### config.mk
export PLATFORM = sky130hd
export DESIGN_NAME = cu_sched
export DESIGN_NICKNAME = d
export VERILOG_FILES = /design/src/rtl/cu_pkg.sv /design/src/rtl/cu_sched_cnt.sv /design/src/rtl/cu_sched.sv
export SDC_FILE = /design/constraint.sdc
export NUM_CORES = 1
export LEC_CHECK = 0
export ABC_CLOCK_PERIOD_IN_PS = 3220
export CORE_UTILIZATION = 40
export CTS_CLUSTER_DIAMETER = 200
export CTS_CLUSTER_SIZE = 24
export DETAILED_ROUTE_END_ITERATION = 10
export HOLD_SLACK_MARGIN = 0.12
export PLACE_DENSITY_LB_ADDON = 0.08
export SKIP_LAST_GASP = 1
export SLEW_MARGIN = 30
export SYNTH_ARGS = -nofsm -noshare
export SYNTH_HDL_FRONTEND = slang
export SYNTH_HIERARCHICAL = 1
export SYNTH_SLANG_ARGS = --single-unit
### constraint.sdc
create_clock -name clk -period 3.22 [get_ports clk]
set_input_delay 0.966 -clock clk [delete_from_list [all_inputs] [get_ports clk]]
set_output_delay 0.966 -clock clk [all_outputs]
set_load 0.01 [all_outputs]
### src/rtl/cu_pkg.sv
// cu_pkg: shared types and defaults for the SNN compute-unit timestep scheduler.
//   sched_state_e  : scheduler FSM states
//   PE_MODE_*      : encoding of the pe_mode output
//   CU_*           : default NUM_PES / T_STEPS / MAX_FANIN
package cu_pkg;

  typedef enum logic [2:0] {
    ST_IDLE    = 3'd0,
    ST_CLEAR   = 3'd1,
    ST_ACCUM   = 3'd2,
    ST_FIRE    = 3'd3,
    ST_CAPTURE = 3'd4,
    ST_OUTPUT  = 3'd5
  } sched_state_e;

  localparam logic PE_MODE_ACCUM = 1'b0;
  localparam logic PE_MODE_FIRE  = 1'b1;

  localparam int CU_NUM_PES   = 4;
  localparam int CU_T_STEPS   = 8;
  localparam int CU_MAX_FANIN = 16;

endpackage

### src/rtl/cu_sched_cnt.sv
// cu_sched_cnt: nested fan-in / timestep counter for cu_sched.
// Ports:
//   clk, rst   : clock, synchronous active-high reset
//   clr        : zero both counters (start of an inference)
//   beat       : one accumulate beat consumed this cycle
//   step       : advance to the next timestep
//   fanin      : latched beats per timestep
//   in_idx     : current fan-in index
//   t_idx      : current timestep
//   in_last    : in_idx is the last beat of this timestep
//   t_last     : t_idx is the last timestep
module cu_sched_cnt #(
  parameter int T_STEPS = 8,
  parameter int IDX_W   = 5,
  parameter int T_W     = 3
) (
  input  logic             clk,
  input  logic             rst,
  input  logic             clr,
  input  logic             beat,
  input  logic             step,
  input  logic [IDX_W-1:0] fanin,
  output logic [IDX_W-1:0] in_idx,
  output logic [T_W-1:0]   t_idx,
  output logic             in_last,
  output logic             t_last
);

  logic [IDX_W-1:0] in_idx_q, in_idx_d;
  logic [T_W-1:0]   t_idx_q, t_idx_d;

  // fanin is never 0 while beats arrive, so the wrap of fanin-1 is harmless.
  assign in_last = (in_idx_q == (fanin - IDX_W'(1)));
  assign t_last  = (t_idx_q == T_W'(T_STEPS - 1));
  assign in_idx  = in_idx_q;
  assign t_idx   = t_idx_q;

  always_comb begin
    in_idx_d = in_idx_q;
    t_idx_d  = t_idx_q;
    if (clr) begin
      in_idx_d = '0;
      t_idx_d  = '0;
    end else begin
      if (beat) begin
        in_idx_d = in_last ? '0 : in_idx_q + IDX_W'(1);
      end
      if (step) begin
        t_idx_d = t_idx_q + T_W'(1);
      end
    end
  end

  always_ff @(posedge clk) begin
    if (rst) begin
      in_idx_q <= '0;
      t_idx_q  <= '0;
    end else begin
      in_idx_q <= in_idx_d;
      t_idx_q  <= t_idx_d;
    end
  end

endmodule

### src/rtl/cu_sched.sv
// cu_sched: timestep scheduler for the SNN compute unit.
// Each inference runs T_STEPS timesteps; every timestep accumulates fanin
// beats from the weight/spike stream, fires all PEs against a shared vth
// and captures their spikes into spk_train, which is then offered downstream.
// Optional build macro CU_SCHED_PERF_EN adds perf_cycles / perf_stalls.
//
// Handshakes: a transfer happens in any cycle where valid and ready are both
// high; valid never depends on ready. Stream side: wt_valid/wt_ready (beat
// consumed => pe_en). Output side: out_valid/out_ready (transfer => done).
//
// Ports:
//   clk, rst            : clock, synchronous active-high reset
//   start, cfg_fanin,   : inference request + config, sampled in IDLE only
//   cfg_vth
//   busy, done          : not-IDLE flag, one-cycle output-handshake pulse
//   wt_valid, wt_ready  : weight/spike stream handshake
//   t_idx, in_idx       : timestep and fan-in index for upstream addressing
//   pe_clr, pe_en,      : PE control (clear, accumulate, mode, feedback src)
//   pe_mode, pe_accum_src
//   pe_vth              : latched threshold
//   pe_spikes           : PE spike outputs, sampled in CAPTURE
//   spk_train           : bit [p*T_STEPS+t] = spike of PE p at step t
//   out_valid, out_ready: result handshake
//   dbg_state           : current FSM state
//   perf_cycles, perf_stalls (CU_SCHED_PERF_EN only)
module cu_sched import cu_pkg::*; #(
  parameter int NUM_PES   = CU_NUM_PES,
  parameter int T_STEPS   = CU_T_STEPS,
  parameter int MAX_FANIN = CU_MAX_FANIN,
  localparam int IDX_W    = $clog2(MAX_FANIN + 1),
  localparam int T_W      = (T_STEPS > 1) ? $clog2(T_STEPS) : 1
) (
  input  logic                       clk,
  input  logic                       rst,
  input  logic                       start,
  input  logic [IDX_W-1:0]           cfg_fanin,
  input  logic [7:0]                 cfg_vth,
  output logic                       busy,
  output logic                       done,
  input  logic                       wt_valid,
  output logic                       wt_ready,
  output logic [T_W-1:0]             t_idx,
  output logic [IDX_W-1:0]           in_idx,
  output logic                       pe_clr,
  output logic                       pe_en,
  output logic                       pe_mode,
  output logic                       pe_accum_src,
  output logic [7:0]                 pe_vth,
  input  logic [NUM_PES-1:0]         pe_spikes,
  output logic [NUM_PES*T_STEPS-1:0] spk_train,
  output logic                       out_valid,
  input  logic                       out_ready,
  output logic [2:0]                 dbg_state
`ifdef CU_SCHED_PERF_EN
  ,
  output logic [15:0]                perf_cycles,
  output logic [15:0]                perf_stalls
`endif
);

  sched_state_e state_q, state_d;
  logic [IDX_W-1:0]           fanin_q, fanin_d;
  logic [7:0]                 vth_q, vth_d;
  logic [NUM_PES*T_STEPS-1:0] spk_q, spk_d;

  logic start_acc;
  logic step_adv;
  logic capture;
  logic in_last;
  logic t_last;
  logic fanin_zero;

  cu_sched_cnt #(
    .T_STEPS (T_STEPS),
    .IDX_W   (IDX_W),
    .T_W     (T_W)
  ) u_cnt (
    .clk     (clk),
    .rst     (rst),
    .clr     (start_acc),
    .beat    (pe_en),
    .step    (step_adv),
    .fanin   (fanin_q),
    .in_idx  (in_idx),
    .t_idx   (t_idx),
    .in_last (in_last),
    .t_last  (t_last)
  );

  assign fanin_zero = (fanin_q == '0);

  // Output decode is purely a function of state so IDLE (and reset) drives 0.
  always_comb begin
    busy         = (state_q != ST_IDLE);
    wt_ready     = (state_q == ST_ACCUM);
    pe_en        = wt_valid & wt_ready;
    pe_clr       = (state_q == ST_CLEAR);
    pe_mode      = (state_q == ST_FIRE) ? PE_MODE_FIRE : PE_MODE_ACCUM;
    pe_accum_src = (state_q == ST_FIRE);
    out_valid    = (state_q == ST_OUTPUT);
    done         = out_valid & out_ready;
    capture      = (state_q == ST_CAPTURE);
    pe_vth       = vth_q;
    spk_train    = spk_q;
    dbg_state    = state_q;
  end

  // Next-state logic.
  always_comb begin
    state_d   = state_q;
    start_acc = 1'b0;
    step_adv  = 1'b0;
    unique case (state_q)
      ST_IDLE: begin
        if (start) begin
          start_acc = 1'b1;
          state_d   = ST_CLEAR;
        end
      end
      ST_CLEAR: begin
        state_d = fanin_zero ? ST_FIRE : ST_ACCUM;
      end
      ST_ACCUM: begin
        if (wt_valid && in_last) begin
          state_d = ST_FIRE;
        end
      end
      ST_FIRE: begin
        state_d = ST_CAPTURE;
      end
      ST_CAPTURE: begin
        if (t_last) begin
          state_d = ST_OUTPUT;
        end else begin
          // Membranes persist across timesteps, so no trip through CLEAR.
          step_adv = 1'b1;
          state_d  = fanin_zero ? ST_FIRE : ST_ACCUM;
        end
      end
      ST_OUTPUT: begin
        if (out_ready) begin
          state_d = ST_IDLE;
        end
      end
      default: state_d = ST_IDLE;
    endcase
  end

  // Config latch and spike-train capture.
  always_comb begin
    fanin_d = fanin_q;
    vth_d   = vth_q;
    spk_d   = spk_q;
    if (start_acc) begin
      fanin_d = (cfg_fanin > IDX_W'(MAX_FANIN)) ? IDX_W'(MAX_FANIN) : cfg_fanin;
      vth_d   = cfg_vth;
      spk_d   = '0;
    end else if (capture) begin
      for (int p = 0; p < NUM_PES; p++) begin
        for (int t = 0; t < T_STEPS; t++) begin
          if (t_idx == T_W'(t)) begin
            spk_d[p*T_STEPS + t] = pe_spikes[p];
          end
        end
      end
    end
  end

  always_ff @(posedge clk) begin
    if (rst) begin
      state_q <= ST_IDLE;
      fanin_q <= '0;
      vth_q   <= '0;
      spk_q   <= '0;
    end else begin
      state_q <= state_d;
      fanin_q <= fanin_d;
      vth_q   <= vth_d;
      spk_q   <= spk_d;
    end
  end

`ifdef CU_SCHED_PERF_EN
  logic [15:0] perf_cycles_q, perf_cycles_d;
  logic [15:0] perf_stalls_q, perf_stalls_d;

  // Both counters saturate and keep their value in IDLE until the next start.
  always_comb begin
    perf_cycles_d = perf_cycles_q;
    perf_stalls_d = perf_stalls_q;
    if (start_acc) begin
      perf_cycles_d = '0;
      perf_stalls_d = '0;
    end else begin
      if (busy && (perf_cycles_q != 16'hFFFF)) begin
        perf_cycles_d = perf_cycles_q + 16'd1;
      end
      if (wt_ready && !wt_valid && (perf_stalls_q != 16'hFFFF)) begin
        perf_stalls_d = perf_stalls_q + 16'd1;
      end
    end
  end

  always_ff @(posedge clk) begin
    if (rst) begin
      perf_cycles_q <= '0;
      perf_stalls_q <= '0;
    end else begin
      perf_cycles_q <= perf_cycles_d;
      perf_stalls_q <= perf_stalls_d;
    end
  end

  assign perf_cycles = perf_cycles_q;
  assign perf_stalls = perf_stalls_q;
`endif

endmodule
Word level (Yosys, flattened, before mapping). Cells that the tools add are included.

Memories: 0. Logic and storage cells: 63. RAM bits: 0. Output and inout bits: 59. Flip-flop bits (word level): 56. Latch bits: 0. Memory bits (read-only): 0. Input port bits: 22.

Shifts and indexed selects: 0. Magnitude comparators: 1. Divide/modulo/power cells: 0. Reductions and logical operators: 15. Add/sub/neg operators: 3. Bitwise logic cells: 2. Muxes and demuxes: 13. Multipliers: 0. Equality and inequality tests: 16.

Operators by type and width (count): 3-bit == test, second input constant (6); 3-bit one-hot mux with 6 select lines (1); 2-bit AND reduction (8); 3-bit by 2-bit == test with 1-bit output, second input constant (4); 3-bit 2-to-1 mux (4); 5-bit 2-to-1 mux (2); 3-bit by 1-bit == test with 1-bit output, second input constant (2); 3-bit zero test (2); 1-bit 2-to-1 mux (6); 5-bit by 1-bit adder with 5-bit output, second input constant (1); 5-bit == test (1); 5-bit > comparator, second input constant (1); 5-bit zero test (1); 5-bit by 1-bit subtractor with 5-bit output, second input constant (1); 2-bit by 1-bit != test with 1-bit output, second input constant (2); 3-bit by 1-bit adder with 3-bit output, second input constant (1); 3-bit AND reduction (1); 3-bit nonzero test (1); 1-bit bitwise AND (2); 2-bit != test, second input constant (1); 2-bit OR reduction (1); 1-bit logical AND (1).

Longest topological paths before layout. Gate-level depths: netlist of the first run.

Depth after elaboration: 5. Mapped depth: 10.

Modules after synthesis. Netlist of the first run, hierarchy kept.

Modules (own cells, without submodules): cu_sched (area an instance 1983.2 um^2, times used 1, cells each 211); cu_sched_cnt (area an instance 510.5 um^2, times used 1, cells each 57).

Least setup slack after synthesis of the first run. No wires, ideal clock.

Path kind: reg-to-output. Start: register state_q[2], in the netlist dbg_state[2]. End: output done. Data arrival time: 1.236 ns. Cell stages (with the launch flop): 5. Setup slack: 1.018 ns. Cell sequence: dfxtp_1 > buf_2 > inv_1 > nor3b_1 > and2_1.

Word-level cells in the longest chain between the ends: 2.

Ends and longest elaborated chain: start: declaration (line cu_sched.sv:61) `sched_state_e state_q, state_d;`; start signal: assignment (line cu_sched.sv:176) `state_q <= state_d;`; 3-bit == test (line cu_sched.sv:100) `out_valid = (state_q == ST_OUTPUT);`; net out_valid (line cu_sched.sv:51) `output logic out_valid,`; 1-bit bitwise AND (line cu_sched.sv:101) `done = out_valid & out_ready;`; end: declaration (line cu_sched.sv:39) `output logic done,`.

The timed path passes the listed nets, and every way through them passes these cells.

Final worst setup path of the first run.
Start: input wt_valid. End: output pe_en.

Word-level cells in the longest chain between the ends: 1.

Ends and longest elaborated chain: start: declaration (line cu_sched.sv:40) `input logic wt_valid,`; 1-bit bitwise AND (line cu_sched.sv:96) `pe_en = wt_valid & wt_ready;`; end: declaration (line cu_sched.sv:45) `output logic pe_en,`.

No other way between the ends.

==> results_dict.tcl, run 1 <==
set metrics [dict create \
    viasPerCell 4.92 \
    hold_depth 2 \
    die_area_sq_um 6550 \
    synth_mux_area_share_pct 13.6 \
    stdcell_area_sq_um 3400 \
    fin_crit_ns 3.12 \
    yosys.area.top_type "dfxtp_1" \
    grt_max_degree 33 \
    synth_area_per_cell_sq_um 9.30 \
    yosys.area_share.adder_pct 2.01 \
    r2r_cells 9 \
    synthSimpleGateAreaFrac_pct 23.8 \
    synth_top_area_share_pct 45.0 \
    maxCapViolCount 0 \
    grt_pass1_wl_microns 8840 \
    via_count 2048 \
    htreeDepth 2 \
    num_antenna_cells 0 \
    grt_use_met2_pct 24.9 \
    status "completed" \
    relSlewSlack_pct 55.2 \
    area_growth_pct 36.4 \
    grt-busiest-layer "met1" \
    drt_iter0_drc 96 \
    min_path_type "flip-flop to flip-flop" \
    rrSetupSlack_ns 1.26 \
    pin_count 81 \
    gp_congestion 0.741 \
    synth.most_common_cell "dfxtp_1" \
    cts_root_buf "clkbuf_8" \
    final_util_pct 57.1 \
    clock.fmax_mhz 321 \
    synth_fp_nets 294 \
    clock_path_buffers 2 \
    antenna_found_initial 0 \
    synth_area_sq_um 2490 \
    ys_types 44 \
    min_to "pe_vth[2]" \
    nNetsFinal 367 \
    fin_setup_tns_ns 0 \
    num_rows 28 \
    ctsHoldBuffers 0 \
    grt_usage_pct 17.8 \
    initial_utilization_pct 41.9 \
    detailed_place_hpwl_microns 3970 \
    worstPathMaxFanout 2 \
    tightest_slew_ns 0.667 \
    die_h_microns 81.0 \
    ys_top_cells_by_count "dfxtp_1 (56), nor2_1 (39), mux2i_1 (34)" \
    synth_seq_area_share_pct 45.0 \
    synth_compound_gate_area_share_pct 7.38 \
    place_area_sq_um 3320 \
    portBuffers 80 \
    hold_slack_ns 0.460 \
    wirelength_microns 5610 \
    post_cts_resized 0 \
    post_cts.repair.setup_buffers 0 \
    start_kind "input pin" \
    coreArea_sq_um 5960 \
    synth_ff_type "dfxtp_1" \
    yosysWarnings 6 \
    end_kind "output pin" \
    drive_above_1_share_pct 8.50 \
    die_w_microns 81.0 \
    arrival_ns 2.15 \
    drt-wirelength-per-cell_microns 13.5 \
    r2r_end "dbg_state[0]" \
    synth_seq_cells 56 \
    drc 0 \
    setup.worst_path.class "input pin to output pin" \
    clkTransAtPathRegs_ns 0.09 \
    synth_area_leaders "dfxtp_1 (45%), mux2i_1 (14%), nor2_1 (5.9%)" \
    regToRegStartpoint "fanin_q[0]" \
    crit_required_ns 2.25 \
    ant_nets 0 \
    cts_sinks 56 \
    power.leakage_nw 1.20 \
    min-delay-start "pe_vth[2]" \
    hold_viol 0 \
    syn_inst 268 \
    finalSetupViolations 0 \
    synth_async_sr_flop_share_pct 0 \
    ir_drop_uv 234 \
    power_mw 1.42 \
    synth_xor_area_share_pct 3.16 \
    period_share_pct 96.8 \
    worst_slack_ns 0.102 \
    rsz0062_at_grt "false" \
    clock_latency_ns 0.31 \
    met1_usage_pct 26.0 \
    met3_usage_pct 5.39 \
    synth-edff-count 0 \
    fin_skew_ns 0.00375 \
    grt_pass1_vias 1755 \
    power.density_nw_per_um2 419 \
    fin_cells 416 \
    grt_overflow 0 \
    cts_tree "built" \
    numCtsBuffers 5 \
    synth_top_family_by_area "simple AND/OR/NAND/NOR gates" \
    firstDrtPassIters 4 \
    place_inst 409 \
    final_max_slew_viol_count 0 \
    place_ws_ns 0.0983 \
]
logic make-up (layout without fill, tap and decap cells):
logic type	Yosys count	after routing
simple gates	111	111
flops	56	56
mux	34	34
compound gates	29	29
buf+inv	25	98
xor+xnor	9	9
fa+ha+maj	4	4
flip-flops by register name (all words and copies together) (netlist names):
register,flops
spk_train,32
pe_vth,8
fanin_q,5
u_cnt/in_idx,5
dbg_state,3
u_cnt/t_idx,3
power by group:
group | leakage [nW] | internal, mW | switching, mW
logic | 0.710 | 0.146 | 0.152
clock network | 0.0400 | 0.148 | 0.227
registers | 0.453 | 0.717 | 0.0347
total | 1.20 | 1.01 | 0.413
critical path: stages:
cell and delay (ns):
clkdlybuf4s50_1 0.47, and3_1 0.18, clkdlybuf4s50_1 0.54
cell usage in the layout (no fill, tap or decap), types with 2 or more instances in the layout:
| master | count |
|---|---|
| nand4_1 | 2 |
| o31ai_1 | 2 |
| xor2_1 | 3 |
| mux2i_1 | 34 |
| nand2b_1 | 4 |
| ha_1 | 4 |
| o21ai_1 | 2 |
| a21oi_2 | 2 |
| nand3b_1 | 8 |
| and2_1 | 2 |
| nand2_1 | 28 |
| nor2_4 | 2 |
| and3_1 | 2 |
| dfxtp_1 | 56 |
| inv_1 | 6 |
| nor3_2 | 2 |
| nor3_1 | 3 |
| clkbuf_8 | 5 |
| nor3b_1 | 3 |
| o21ai_0 | 2 |
| xnor2_1 | 6 |
| buf_4 | 4 |
| nor2_2 | 4 |
| nor3_4 | 2 |
| a21oi_1 | 14 |
| nand3_1 | 4 |
| clkdlybuf4s50_1 | 80 |
| nor2_1 | 39 |
per-layer routing:
layer	up-vias	wire length, microns	part of all wire, %
li1	1045	-	-
met1	943	2770	49
met2	55	2450	44
met3	5	350	6.2
met4	0	40	0.71
met5	-	0	0
worst max path at each step:
stage                       from  slack (ns)  endpoint  cells after the start
floorplan           dbg_state[2]        1.02      done                      4
global placement        wt_valid        0.12     pe_en                      3
detailed placement      wt_valid         0.1     pe_en                      3
CTS                     wt_valid        0.10     pe_en                      3
global route            wt_valid        0.03     pe_en                      3
finish                  wt_valid        0.10     pe_en                      3
area by class of cell:
type	instances	area, sq um
fillers	559	2550
multi-input cells	187	1250
flip-flops and latches	56	1120
repair buffers	84	831
well taps	75	93.8
clock buffers	5	68.8
inverters	7	26.3
clock inverters	2	12.5
No activity file was read; power rests on OpenSTA's default activity.
==> run 2, diff against run 1 <==
--- a/config.mk
+++ b/config.mk
@@ -5,13 +5,14 @@
 export SDC_FILE = /design/constraint.sdc
 export NUM_CORES = 1
 export LEC_CHECK = 0
-export ABC_CLOCK_PERIOD_IN_PS = 3220
+export ABC_CLOCK_PERIOD_IN_PS = 3400
 export CORE_UTILIZATION = 40
 export CTS_CLUSTER_DIAMETER = 200
 export CTS_CLUSTER_SIZE = 24
 export DETAILED_ROUTE_END_ITERATION = 10
 export HOLD_SLACK_MARGIN = 0.12
 export PLACE_DENSITY_LB_ADDON = 0.08
+export SKIP_CTS_REPAIR_TIMING = 1
 export SKIP_LAST_GASP = 1
 export SLEW_MARGIN = 30
 export SYNTH_ARGS = -nofsm -noshare
==> constraint.sdc (replaced) <==
create_clock -name clk -period 3.4 [get_ports clk]
set_input_delay 1.02 -clock clk [delete_from_list [all_inputs] [get_ports clk]]
set_output_delay 1.02 -clock clk [all_outputs]
set_load 0.01 [all_outputs]
==> run 2 against run 1 <==
Clock skew is 0.0037 ns higher; non-clock buffer count stayed put; core utilization stayed put; sequential cell count stayed put; worst setup slack better by 0.082 ns; largest power group unchanged; clock power is 6.9% lower; via count is 0.88% lower; combinational power is 5% lower; count of clock-buffer cells in the layout stayed put; hold slack hardly changed; sequential share of layout area stayed put; critical path depth stayed put.
==> results_dict.tcl, run 2 (same netlist as run 1, synthesis figures left out) <==
set metrics [dict create \
    status "completed" \
    relSlewSlack_pct 54.7 \
    area_growth_pct 36.4 \
    crit_required_ns 2.38 \
    numCtsBuffers 5 \
    finalSetupViolations 0 \
    tightest_slew_ns 0.674 \
    grt_max_degree 33 \
    detailed_place_hpwl_microns 3960 \
    period_share_pct 94.6 \
    grt_pass1_vias 1864 \
    netSwitchingFraction_pct 28.8 \
    nNetsFinal 367 \
    die_area_sq_um 6550 \
    ir_drop_uv 243 \
    grt_usage_pct 17.5 \
    r2r_cells 9 \
    path_buf_inv 2 \
    via_count 2030 \
    p_int_mw 0.958 \
    pin_count 81 \
    num_antenna_cells 0 \
    min_path_type "flip-flop to flip-flop" \
    final_common_cell "clkdlybuf4s50_1" \
    end_kind "output pin" \
    clkTransAtPathRegs_ns 0.09 \
    power.leakage_nw 1.20 \
    drt-wirelength-per-cell_microns 13.4 \
    grt_pass1_wl_microns 8840 \
    drt_iter0_drc 47 \
    grt_overflow 0 \
    clock_latency_ns 0.30 \
    crit_top_cell "clkdlybuf4s50_1" \
    critPathSlowestCell "clkdlybuf4s50_1" \
    slowest_delay_ns 0.54 \
    largest_reg_flops 32 \
    drive_above_1_share_pct 8.50 \
    die_w_microns 81.0 \
    coreArea_sq_um 5960 \
    power.share.clock_pct 26.0 \
    final_cell_mix "clkdlybuf4s50_1 (80), dfxtp_1 (56), nor2_1 (39)" \
    num_rows 28 \
    maxCapViolCount 0 \
    fin_skew_ns 0.00743 \
    p_switching_mw 0.387 \
    setup.worst_path.class "input pin to output pin" \
    final_max_slew_viol_count 0 \
    antenna_found_initial 0 \
    arrival_ns 2.20 \
    hold_depth 2 \
    firstDrtPassIters 4 \
    seq_power_share_pct 53.0 \
    htreeDepth 2 \
    initial_utilization_pct 41.9 \
    wirelength_microns 5560 \
    worst_slack_ns 0.184 \
    place_ws_ns 0.177 \
    cp_top_family "buffers and inverters" \
    p_comb_share_pct 21.0 \
    worstPathMaxFanout 2 \
    start_kind "input pin" \
    path_depth 3 \
    cp_cell_sequence "clkdlybuf4s50_1 -> and3_1 -> clkdlybuf4s50_1" \
    viasPerCell 4.88 \
    fin_crit_ns 3.22 \
    power.density_nw_per_um2 395 \
    rsz0062_at_grt "false" \
    ant_nets 0 \
    fin_setup_tns_ns 0 \
    portBuffers 80 \
    hold_viol 0 \
    clock_path_buffers 2 \
    cts_sinks 56 \
    stdcell_area_sq_um 3400 \
    drc 0 \
    cts_tree "built" \
    cts_root_buf "clkbuf_8" \
    place_area_sq_um 3320 \
    die_h_microns 81.0 \
    clock.fmax_mhz 311 \
    gp_congestion 0.726 \
]
-- run 2: cell counts in the layout (fill, tap and decap cells not counted) --
Identical to the previous run, type by type.
-- run 2: worst min-delay path, stage by stage, from the launching register on --
cell and delay [ns]:
dfxtp_1 0.32, nand2_1 0.05, a21oi_1 0.05
-- run 2: final timing paths --
path                        to        from  slack (ns)
hold reg to reg      pe_vth[2]   pe_vth[2]        0.46
setup reg to reg  dbg_state[0]  fanin_q[0]        1.44
hold / removal       pe_vth[2]   pe_vth[2]        0.46
setup / recovery         pe_en    wt_valid        0.18
-- run 2: layout make-up --
cell class | count | area [sq um]
clock inverters | 2 | 12.5
multi-input cells | 187 | 1250
well taps | 75 | 93.8
inverters | 7 | 26.3
fillers | 568 | 2550
flip-flops and latches | 56 | 1120
clock buffers | 5 | 68.8
repair buffers | 84 | 831
-- run 2: power by group through the flow --
| stage | clock, mW | combinational, mW | sequential [mW] |
|---|---|---|---|
| finish | 0.349 | 0.282 | 0.713 |
| global route | 0.389 | 0.309 | 0.718 |
| CTS | 0.364 | 0.285 | 0.713 |
| detailed placement | 0 | 0.284 | 0.728 |
| global placement | 0 | 0.282 | 0.727 |
| floorplan | 0 | 0.171 | 0.720 |
-- run 2: per-layer routing --
layer / track usage, % / wire length, microns / vias to the layer above
met4: 4.29 / 45 / 0
met1: 24.2 / 2790 / 920
met5: 0 / 0 / -
li1: - / - / 1049
met3: 4.61 / 311 / 6
met2: 27.0 / 2420 / 55
-- run 2: stage by stage --
step	util [%]	total power, mW	cells	hold slack (ns)
final	57.1	1.34	416	0.460
after floorplan	-	0.891	268	0.457
after CTS	57.1	1.36	416	0.462
after detailed placement	55.7	1.01	409	0.448
after global routing	57.1	1.42	416	0.471
after global placement	55.7	1.01	409	0.441
==> edit 1: new RTL, config.mk and constraints of run 2 <==
Set the package constant `CU_T_STEPS` to 4 (it was 8).
--- a/src/rtl/cu_pkg.sv
+++ b/src/rtl/cu_pkg.sv
@@ -17,7 +17,7 @@
   localparam logic PE_MODE_FIRE  = 1'b1;
 
   localparam int CU_NUM_PES   = 4;
-  localparam int CU_T_STEPS   = 8;
+  localparam int CU_T_STEPS   = 4;
   localparam int CU_MAX_FANIN = 16;
 
 endpackage
Interface: changed (resized spk_train and t_idx); port bits go from 81 to 64. No check against the original RTL was run, so the function may have changed too.
==> edit 1 against run 2 <==
  * Area after synthesis decreased by 28%
  * Sequential cell count decreased by 17
  * Power decreased by 19%
  * Sequential share of layout area decreased by 2.6 points
  * Setup slack got worse by 0.0048 ns
  * Routed wire length decreased by 28%
  * Die area decreased by 27%
  * Cell area decreased by 24%
  * Critical endpoint unchanged
  * Largest power group unchanged
  * Highest routed layer unchanged
==> edit 1: results (changes against run 2) <==
STA
The worst slack on hold paths is 0.458 ns (-0.00203 ns). The transition at the pin with the smallest max-transition slack is 0.623 ns (-0.0515 ns). The post-route clock skew is 0.00986 ns (+0.00242 ns). The achievable frequency is 310 MHz (-0.15%).

Placed design
The number of I/O port buffers is 63 (-21%). The final weighted congestion of routability-driven global placement is 0.760 (+4.7%). The HPWL after detailed placement is 2870 um (-28%). The setup slack at placement is 0.181 ns (+0.00440 ns).

Global route
The pin count of the biggest net entering global routing is 18 (-45%). The via count of the first global-routing pass came to 1,512 (-19%). The all-layer global routing usage was 0.179 (+0.00388). The global-route wire length before repair is 7000 um (-21%).

Synthesis
Ranked by instance count, the synthesized netlist is headed by dfxtp_1 (39), nand2_1 (29), nor2_1 (29), mux2i_1 (17), a21oi_1 (15). In the post-synthesis netlist, the biggest area contributors are dfxtp_1 (43%), mux2i_1 (9.5%), nand2_1 (6.1%). The post-synthesis sequential area ratio is 0.435 (-0.0150). The total nets after synthesis was 232 (-21%).

The number of distinct library cell variants in the gate-level netlist after synthesis is 37 (-16%).

Min path
For hold timing, the worst endpoint is pe_vth[6]$_SDFFE_PP0P_. The worst hold path begins at pe_vth[6]$_SDFFE_PP0P_.

Finish
The number of nets in the layout is 293 (-20%). The final standard cell area without fillers came to 2570 um^2 (-24%). The number of filler instances in the final layout is 443 (-22%). The flip-flop count of the largest register after layout is 16 (-50%).

Power
The worst vdd rail ir drop is 290 uV (+19%).

Route
The routed wirelength normalized by instance count is 12.5 um (-6.6%). The number of vias in the routed layout is 1,602 (-21%). The number of DRC markers in iteration 0 is 52 (+11%).

Clock tree
The clock slew seen by the registers of the worst setup and hold paths is 0.07 ns (-0.02 ns).

Critical path
The biggest fanout along the worst timing path is 2 (unchanged). The minimum setup slack among reg-to-reg paths came to 1.42 ns (-0.02 ns).

Status
The flow ran to the end, and the final reports show no timing, DRC or antenna violations.
==> edit 1: cell types whose count changed after synthesis, sizes merged, moves of 2 or more <==
cell	change
dfxtp	-17
mux2i	-17
nor2	-16
buf	-7
inv	-2
nor2b	+2
o211ai	+2
o31ai	-2
==> edit 1: cells by family (layout without fill, tap and decap cells) <==
logic type,Yosys count,after routing,share of synthesized area
buf+inv,17,79,0.0425
xor+xnor,9,9,0.0439
simple gates,92,92,0.261
compound gates,30,30,0.102
fa+ha+maj,3,3,0.0209
flops,39,39,0.435
mux,17,17,0.0947
==> edit 1: final cells by class <==
cell class / count / share of cell area
timing repair buffer: 66 / 0.254
multi-input combinational: 151 / 0.365
sequential: 39 / 0.303
clock buffer: 6 / 0.0321
clock inverter: 2 / 0.0136
tap: 52 / 0.0253
inverter: 5 / 0.00729
==> edit 1: worst max-delay path, delay by kind of cell <==
kind	cells	cell delay, ns
AND/OR/NAND/NOR	1	0.17
buffers and inverters	2	1.01
==> edit 1: routing by layer <==
layer / routed length, um / GRT usage / vias to the layer above
li1: - / - / 817
met1: 1960 / 0.237 / 738
met2: 1770 / 0.278 / 43
met3: 246 / 0.0643 / 4
met4: 29 / 0.0408 / 0
met5: 0 / 0 / -
==> edit 1: metrics by stage <==
stage	std cells	total power, uW	utilization
detailed placement	313	693	0.568
CTS	321	1100	0.595
global placement	313	693	0.568
global route	321	1140	0.595
floorplan	207	604	-
finish	321	1080	0.595
==> edit 1: power breakdown <==
part           switching [uW]  leakage (uW)  internal [uW]
Combinational            89.5      0.000597           97.6
Clock                     165     0.0000612            238
Sequential               21.1      0.000316            473
Total                     276      0.000974            809
==> edit 2: new RTL, flow settings as in run 2 <==
Made on the original files. Put a register stage on the output `spk_train`. The value now appears one clock later. The other outputs are not delayed to match.
--- a/src/rtl/cu_sched.sv
+++ b/src/rtl/cu_sched.sv
@@ -58,6 +58,8 @@
 `endif
 );
 
+  logic [NUM_PES*T_STEPS-1:0] spk_train_d;
+
   sched_state_e state_q, state_d;
   logic [IDX_W-1:0]           fanin_q, fanin_d;
   logic [7:0]                 vth_q, vth_d;
@@ -101,7 +103,7 @@
     done         = out_valid & out_ready;
     capture      = (state_q == ST_CAPTURE);
     pe_vth       = vth_q;
-    spk_train    = spk_q;
+    spk_train_d  = spk_q;
     dbg_state    = state_q;
   end
 
@@ -215,4 +217,8 @@
   assign perf_stalls = perf_stalls_q;
 `endif
 
+  always_ff @(posedge clk) begin
+    spk_train <= spk_train_d;
+  end
+
 endmodule
Check against the original RTL: not equivalent (a bounded check fails within 10 cycles, from zero or initial values and one cycle with rst high).
==> edit 2 against run 2 <==
  * Clock skew grew 0.0062 ns
  * Power grew 69%
  * Area after synthesis grew 28%
  * Global-route usage shrank 0.23 points
  * Routed wire length grew 23%
  * Sequential cell count grew 32
  * Register-to-register slack lost 0.05 ns
  * Setup slack lost 0.00052 ns
  * Cell count grew 24%
  * Cell area grew 26%
  * Critical path type unchanged
==> edit 2: results (changes against run 2) <==
Synthesis
Counting instances in the post-synthesis netlist gives the leading cell types as dfxtp_1 (88), a21oi_1 (45), nand3_1 (35), o21ai_0 (34), nand2_1 (24). The number of distinct library cell variants in the gate-level netlist after synthesis was 47 (+6.8%). The total nets after synthesis is 364 (+24%). The post-synthesis sequential area ratio is 0.551 (+0.102). After synthesis, the cell types taking the most area are dfxtp_1 (55%), a21oi_1 (7.0%), nand3_1 (5.5%).

The synthesized area per cell was 9.45 um^2 (+1.6%).

Global route
The met2 usage is 0.263 (-0.00659). The all-layer global routing usage is 0.173 (-0.00226). The global-route wire length before repair came to 11,400 um (+29%). The met3 track demand over resource came to 0.0452 (-0.000841). The routing usage on met1 is 0.228 (-0.0141). The via count of the first global-routing pass is 2,330 (+25%).

Critical path
The depth of the worst register-to-register path is 9 (unchanged). The worst flop-to-flop path startpoint is fanin_q[0]$_SDFFE_PP0P_. The cell class contributing the biggest share of worst-path delay is buffers and inverters. The minimum setup slack among reg-to-reg paths is 1.39 ns (-0.05 ns).

Min path
The worst hold path cell count is 0 (-2). The start point of the worst hold path is spk_q[23]$_SDFFE_PP0P_. The capture endpoint of the worst hold path is spk_train[23]$_DFF_P_.

STA
The worst slack on hold paths is 0.343 ns (-0.117 ns). The post-route clock skew is 0.0136 ns (+0.00621 ns). The headroom to the max-slew limit came to 0.378 (-0.169).

Placed design
The final weighted congestion of routability-driven global placement is 0.791 (+9.0%). The total placed instance area came to 4030 um^2 (+21%). The HPWL after detailed placement came to 4660 um (+18%). The cell count after placement is 498 (+22%).

Route
The routed wirelength normalized by instance count was 13.4 um (-0.11%). The number of vias in the routed layout was 2,602 (+28%). The number of DRC markers in iteration 0 is 94 (+100%). The total wirelength of the detailed-routed design is 6870 um (+23%).

Finish
The share of cells above drive strength 1 is 0.0825 (-0.00252). The number of nets in the layout is 433 (+18%).

Status
The flow ran to the end, and the final reports show no timing, DRC or antenna violations.

Clock tree
The number of buffers inserted during clock tree synthesis was 9 (+4). The clock insertion delay at the later pin of the skew report is 0.37 ns (+0.07 ns). The level count of the clock H-tree is 3 (+1).

Power
The static leakage power is 0.00145 uW (+21%). The worst vdd rail ir drop is 221 uV (-9.3%).
==> edit 2: cell types whose count changed in the layout (fill, tap and decap cells not counted), sizes merged, moves of 4 or more <==
cell | run 2 | this run
dfxtp | 56 | 88
nand2 | 28 | 24
nor2 | 45 | 10
nand3 | 4 | 35
o21ai | 4 | 37
a21oi | 16 | 47
mux2i | 34 | 2
clkbuf | 5 | 9
==> edit 2: cell families after synthesis <==
kind of cell               count (synthesis)  synth area share
AOI/OAI and AO/OA                         93             0.158
xor gates and xnor gates                  10            0.0274
adders and majority gates                  4            0.0157
buffers and inverters                     31            0.0478
DFF                                       88             0.551
muxes                                      2           0.00626
and+or+nand+nor                          110             0.193
==> edit 2: layer usage <==
metal,routed length [um],share of wire,up-vias
met2,3140,0.46,93
met1,3200,0.47,1181
met4,136,0.020,0
met3,392,0.057,10
met5,0,0,-
li1,-,-,1318
==> edit 2: final cells by class <==
class | instances | area (um^2)
Inverter | 4 | 20.0
Multi-Input combinational cell | 219 | 1280
Clock inverter | 7 | 125
Tap cell | 102 | 128
Sequential cell | 88 | 1760
Fill cell | 706 | 3450
Clock buffer | 9 | 124
Timing Repair Buffer | 85 | 838
==> edit 2: where the power goes <==
part | leakage [uW] | internal, uW | switching [uW]
Combinational | 0.000625 | 147 | 164
Sequential | 0.000711 | 1050 | 25.9
Clock | 0.000118 | 495 | 385
Total | 0.00145 | 1700 | 575
==> edit 2: per-stage QoR <==
step / setup WS, ns / util / total power, uW
CTS: 0.174 / 0.554 / 2290
global placement: 0.192 / 0.521 / 1410
finish: 0.183 / 0.554 / 2270
detailed placement: 0.184 / 0.521 / 1420
global route: 0.0495 / 0.554 / 2370
floorplan: 1.03 / - / 1290
